$ cat config.mk
export PLATFORM = sky130hd
export DESIGN_NAME = kernel_loader_flat
export DESIGN_NICKNAME = d
export VERILOG_FILES = /design/src/rtl/kernel_loader_if.sv /design/src/rtl/kernel_loader.sv /design/src/flat_wrapper.sv
export SDC_FILE = /design/constraint.sdc
export NUM_CORES = 1
export LEC_CHECK = 0
export CORE_ASPECT_RATIO = 2
export CORE_MARGIN = 2
export CORE_UTILIZATION = 57
export CTS_CLUSTER_DIAMETER = 150
export DETAILED_ROUTE_END_ITERATION = 12
export DONT_BUFFER_PORTS = 1
export GPL_ROUTABILITY_DRIVEN = 0
export PLACE_DENSITY = 0.83
export RECOVER_POWER = 50
export SETUP_SLACK_MARGIN = 0.5
export SLEW_MARGIN = 0
export SYNTH_ARGS = -nofsm -noshare
export SYNTH_HDL_FRONTEND = slang
export SYNTH_SLANG_ARGS = --single-unit
$ cat constraint.sdc
create_clock -name clk -period 1.4 [get_ports clk]
set_input_delay 0.28 -clock clk [delete_from_list [all_inputs] [get_ports clk]]
set_output_delay 0.28 -clock clk [all_outputs]
set_load 0.03 [all_outputs]
$ cat src/rtl/kernel_loader_if.sv
// ---------------------------------------------------------------------------
// kernel_loader_if : stream input, swap handshake and buffer-side outputs
// Revision 1.0 - initial release
// ---------------------------------------------------------------------------
`default_nettype none

interface kernel_loader_if #(
  parameter int DATA_WIDTH = 16,
  parameter int UNITS      = 10
);
  logic                        s_valid;
  logic [DATA_WIDTH-1:0]       s_data;
  logic                        s_last;
  logic                        s_ready;
  logic                        swap_ready;
  logic                        buff_en;
  logic [DATA_WIDTH*UNITS-1:0] x_out;
  logic                        err_last;

  modport master (
    output s_valid, s_data, s_last, swap_ready,
    input  s_ready, buff_en, x_out, err_last
  );

  modport slave (
    input  s_valid, s_data, s_last, swap_ready,
    output s_ready, buff_en, x_out, err_last
  );
endinterface

`default_nettype wire

$ cat src/rtl/kernel_loader.sv
// ---------------------------------------------------------------------------
// kernel_loader : assembles UNITS stream words into one vector, strobes buff_en
//                 on swap. Option macro: KERNEL_LOADER_LAST_CHECK_EN
// Revision 1.0 - initial release
// ---------------------------------------------------------------------------
`default_nettype none

module kernel_loader #(
  parameter int DATA_WIDTH = 16,
  parameter int UNITS      = 10
) (
  input  wire logic       clk,
  input  wire logic       rst,
  kernel_loader_if.slave  bus
);

  localparam int                 IDX_W    = $clog2(UNITS);
  localparam logic [IDX_W-1:0]   LAST_IDX = IDX_W'(UNITS - 1);

  typedef enum logic [1:0] {
    S_FILL   = 2'd0,
    S_FULL   = 2'd1,
    S_COMMIT = 2'd2
  } state_t;

  state_t                      state_q, state_d;
  logic [IDX_W-1:0]            idx_q, idx_d;
  logic [DATA_WIDTH*UNITS-1:0] x_q, x_d;
  logic                        accept;
  logic                        at_last;

  assign accept  = (state_q == S_FILL) && bus.s_valid;
  assign at_last = (idx_q == LAST_IDX);

  always_ff @(posedge clk) begin
    if (rst) begin
      state_q <= S_FILL;
      idx_q   <= '0;
      x_q     <= '0;
    end else begin
      state_q <= state_d;
      idx_q   <= idx_d;
      x_q     <= x_d;
    end
  end

  always_comb begin
    state_d = state_q;
    idx_d   = idx_q;
    x_d     = x_q;
    case (state_q)
      S_FILL: begin
        if (accept) begin
          for (int i = 0; i < UNITS; i++) begin
            if (idx_q == IDX_W'(i)) begin
              x_d[i*DATA_WIDTH +: DATA_WIDTH] = bus.s_data;
            end
          end
          if (at_last) begin
            idx_d   = '0;
            state_d = S_FULL;
          end else begin
            idx_d = idx_q + 1'b1;
          end
        end
      end
      S_FULL: begin
        if (bus.swap_ready) begin
          state_d = S_COMMIT;
        end
      end
      S_COMMIT: state_d = S_FILL;
      default:  state_d = S_FILL;
    endcase
  end

  // Handshake outputs decode registered state only; no input feeds through.
  assign bus.s_ready = (state_q == S_FILL);
  assign bus.buff_en = (state_q == S_COMMIT);
  assign bus.x_out   = x_q;

`ifdef KERNEL_LOADER_LAST_CHECK_EN
  logic err_q, err_d;

  // s_last must coincide exactly with the final lane; framing never alters sequencing.
  assign err_d = err_q | (accept && (bus.s_last != at_last));

  always_ff @(posedge clk) begin
    if (rst) begin
      err_q <= 1'b0;
    end else begin
      err_q <= err_d;
    end
  end

  assign bus.err_last = err_q;
`else
  logic w_unused_last;
  assign w_unused_last = bus.s_last;
  assign bus.err_last  = 1'b0;
`endif

endmodule

`default_nettype wire

$ cat src/flat_wrapper.sv
// flat-port wrapper written by rule: the top's interface ports become plain ports
module kernel_loader_flat 
#(
  parameter int DATA_WIDTH = 16,
  parameter int UNITS      = 10
)
  (clk, rst, bus_s_valid, bus_s_data, bus_s_last, bus_swap_ready, bus_s_ready, bus_buff_en, bus_x_out, bus_err_last);
  kernel_loader_if #(.DATA_WIDTH(DATA_WIDTH), .UNITS(UNITS)) bus_i ();
  input  wire logic clk;
  input  wire logic rst;
  input wire logic [$bits(bus_i.s_valid)-1:0] bus_s_valid;
  input wire logic [$bits(bus_i.s_data)-1:0] bus_s_data;
  input wire logic [$bits(bus_i.s_last)-1:0] bus_s_last;
  input wire logic [$bits(bus_i.swap_ready)-1:0] bus_swap_ready;
  output wire logic [$bits(bus_i.s_ready)-1:0] bus_s_ready;
  output wire logic [$bits(bus_i.buff_en)-1:0] bus_buff_en;
  output wire logic [$bits(bus_i.x_out)-1:0] bus_x_out;
  output wire logic [$bits(bus_i.err_last)-1:0] bus_err_last;
  assign bus_i.s_valid = bus_s_valid;
  assign bus_i.s_data = bus_s_data;
  assign bus_i.s_last = bus_s_last;
  assign bus_i.swap_ready = bus_swap_ready;
  assign bus_s_ready = bus_i.s_ready;
  assign bus_buff_en = bus_i.buff_en;
  assign bus_x_out = bus_i.x_out;
  assign bus_err_last = bus_i.err_last;
  kernel_loader #(.DATA_WIDTH(DATA_WIDTH), .UNITS(UNITS)) u_core (.clk(clk), .rst(rst), .bus(bus_i));
endmodule
==> metrics.csv <==
stage,metric,value,unit
yosys,Yosys reg bits,166,
yosys,register area share after synthesis,0.503,
timing,max_slew headroom,0.569,
grt,first-pass GRT wire length,26.2,mm
drt,"wirelength, routed",18.0,mm
drt,DRC,0,
setup_path,Reg2Reg Setup Slack,-0.12,ns
cts,CTS max path bufs,2,
die,Die H,156,um
cts,Worst-path clk slew,0.07,ns
yosys,total number of yosys warnings,0,
min_path,Hold Path Stages,2,
drt,First-pass DRT Iterations,4,
pwr,Pleak,3.86,nW
setup_path,WP data arrival,1.85,ns
final_layout,share of layout cells above drive strength 1,0.321,
setup_path,critical path class,reg -> reg,
timing,worst-margin pin slew,0.646,ns
timing,fmax,656,MHz
pwr,Max IR drop VDD,1.07,mV
final_layout,non-filler cells in the finished layout,772,
cts,Root Buffer,clkbuf_16,
final_layout,most frequent cells in the layout,"177 x nand2b_1, 160 x mux2i_1, 90 x dfxtp_4",
timing,hold_ws,0.0487,ns
cts,H-tree depth,4,
final_layout,ANT cells,0,
cts,clock tree sinks,166,
timing,Setup WS post-layout,-0.123,ns
final_layout,FILL cells,785,
outcome,status,"finished, violations left",
setup_path,startpoint types,register,
cts,CTS tree,built,
outcome,failing checks,negative setup slack,
setup_path,R2R Path Start,u_core.state_q[0],
setup_path,Worst Reg2Reg Path Length in Cells,6,
timing,unrepaired setup endpoints after global routing,yes,
grt,number of global-route vias before repair,4795,
yosys,Syn Std Cell Area,0.00661,sq mm
final_layout,"commonest non-fill, non-tap cell in the layout",nand2b_1,
drt,number of DRC markers in iteration 0,167,
cts,total CTS buffers,17,
flow_run,MaxCap Viol Count,0,
die,core box area,0.0113,sq mm
die,die area,0.0125,sq mm
drt,vias per cell,5.65,
grt,pin count of the biggest net entering global routing,178,
setup_path,worst-path fanout max,8,
die,Starting Density,0.586,
pwr,cell area power density,1230,mW/mm^2
grt,"Remaining Overflow, GRT",0,
min_path,hold_sp,bus_swap_ready,
place,DP Cell Count,714,
cts,latest clock arrival within the worst-skew pair,0.41,ns
timing,Final Hold Viols,0,
timing,final setup vio count,141,
timing,Layout Skew,0.0104,ns
die,io pins,184,
grt,Total GRT Usage,0.281,
timing,Final min period,1.52,ns
final_layout,P&R area growth vs syn,27.0,%
timing,final slew viol count,0,
setup_path,nature of the critical path endpoint,register,
grt,initial antenna violation count,0,
setup_path,R2R Path End,u_core.bus.x_out[149],
yosys,Syn Area/Cell,11.0,sq um
min_path,HP Class,in -> reg,
drt,post-route ant nets,0,
setup_path,Required @ worst endpoint,1.72,ns
drt,Routed WL per cell,23.3,um
yosys,syn_nets,621,
timing,fin crit share,1.09,
min_path,worst hold endpoint,u_core.state_q[0],
timing,sum of negative setup slack,-8.76,ns
final_layout,post-layout net count,638,
drt,Via Count,4363,
yosys,Synth Instances,600,
die,chip width,80.1,um
place,hpwl dp,10.6,mm
die,row count,55,
place,# port buffers,0,
yosys,library cells used by synthesis,33,
-- worst max-delay path, stage by stage (launching register included) --
cell	delay, ns
dfxtp_4	0.34
buf_4	0.15
nor4b_4	0.27
nand4b_1	0.13
buf_4	0.18
clkbuf_16	0.17
mux2i_1	0.19
-- layout make-up --
cell class	instances	area (sq um)	share of cell area
well taps	142	178	0.0212
inverters	1	3.75	0.000447
multi-input cells	379	3240	0.386
repair buffers	52	706	0.0841
clock inverters	13	161	0.0192
flip-flops and latches	166	3660	0.437
clock buffers	19	443	0.0528
-- registers in the layout (all words and copies together) (netlist names) --
register and count:
u_core.idx_q 4, u_core.bus.x_out 160, u_core.state_q 2
-- metal layers --
metal / routed length, um / GRT usage
met2: 10100 / 0.533
met3: 858 / 0.0663
met5: 0 / 0
met1: 6390 / 0.275
met4: 619 / 0.138
-- Yosys cell counts --
cell	n	area, sq um
a21oi_1	4	20.0
nand2_2	1	6.26
nand3_1	3	15.0
nand4_2	2	25.0
or3_1	1	6.26
nand3_4	1	17.5
nand2b_1	177	1110
nor2b_1	3	18.8
nor2_2	1	6.26
buf_6	3	33.8
nand2_1	2	7.51
buf_4	4	30.0
nor3_2	1	10.0
nor2_1	3	11.3
inv_1	1	3.75
nand4b_1	2	17.5
buf_2	8	40.0
nand3_2	2	20.0
and3b_1	1	8.76
or3b_2	1	8.76
o21ai_0	1	5.00
nor4b_4	1	23.8
xnor2_1	1	8.76
clkbuf_1	40	150
dfxtp_1	166	3320
nor4bb_1	2	20.0
o31ai_1	1	7.51
nor3b_1	2	15.0
and3_1	2	12.5
and4bb_2	1	12.5
nand4bb_1	1	11.3
conb_1	1	3.75
mux2i_1	160	1600
-- cells by family (layout without fill, tap and decap cells) --
logic type	count (synthesis)	after routing	synth area share
simple gates	210	211	0.209
mux	160	160	0.242
other cells	1	1	0.000567
xor+xnor	1	1	0.00133
buf+inv	56	85	0.0390
flops	166	166	0.503
compound gates	6	6	0.00492
-- through the flow --
stage	util	cell area [sq um]	power [mW]	setup WS [ns]
final	0.744	8390	10.3	-0.123
after detailed placement	0.611	6900	5.62	-0.100
after global placement	0.611	6900	5.60	-0.0311
after CTS	0.758	8550	10.1	-0.130
after global routing	0.744	8390	10.6	-0.202
after floorplan	-	6770	5.53	-0.123
-- report_power, final --
part	total (mW)	internal, mW	switching [mW]
Clock	4.81	2.75	2.06
Sequential	4.89	4.66	0.225
Combinational	0.580	0.288	0.292
Total	10.3	7.70	2.58
-- worst max-delay path by stage --
stage                      startpoint               endpoint  slack (ns)  cells past startpoint
floorplan             u_core.idx_q[2]  u_core.bus.x_out[150]       -0.12                      6
detailed placement  u_core.state_q[0]   u_core.bus.x_out[57]       -0.10                      5
global route        u_core.state_q[0]   u_core.bus.x_out[54]       -0.20                      7
CTS                 u_core.state_q[0]            bus_buff_en       -0.13                      4
finish              u_core.state_q[0]  u_core.bus.x_out[149]       -0.12                      6
global placement    u_core.state_q[0]   u_core.bus.x_out[62]       -0.03                      5
-- what timing repair did --
item,in CTS,in global routing
hold buffers,1,0
pin swaps,16,13
cloned,7,1
endpoints found under the hold margin,6,0
buffers inserted,11,6
resized for setup,365,12
endpoints found under the setup margin,328,328
Power figures use the tool's default switching activity.
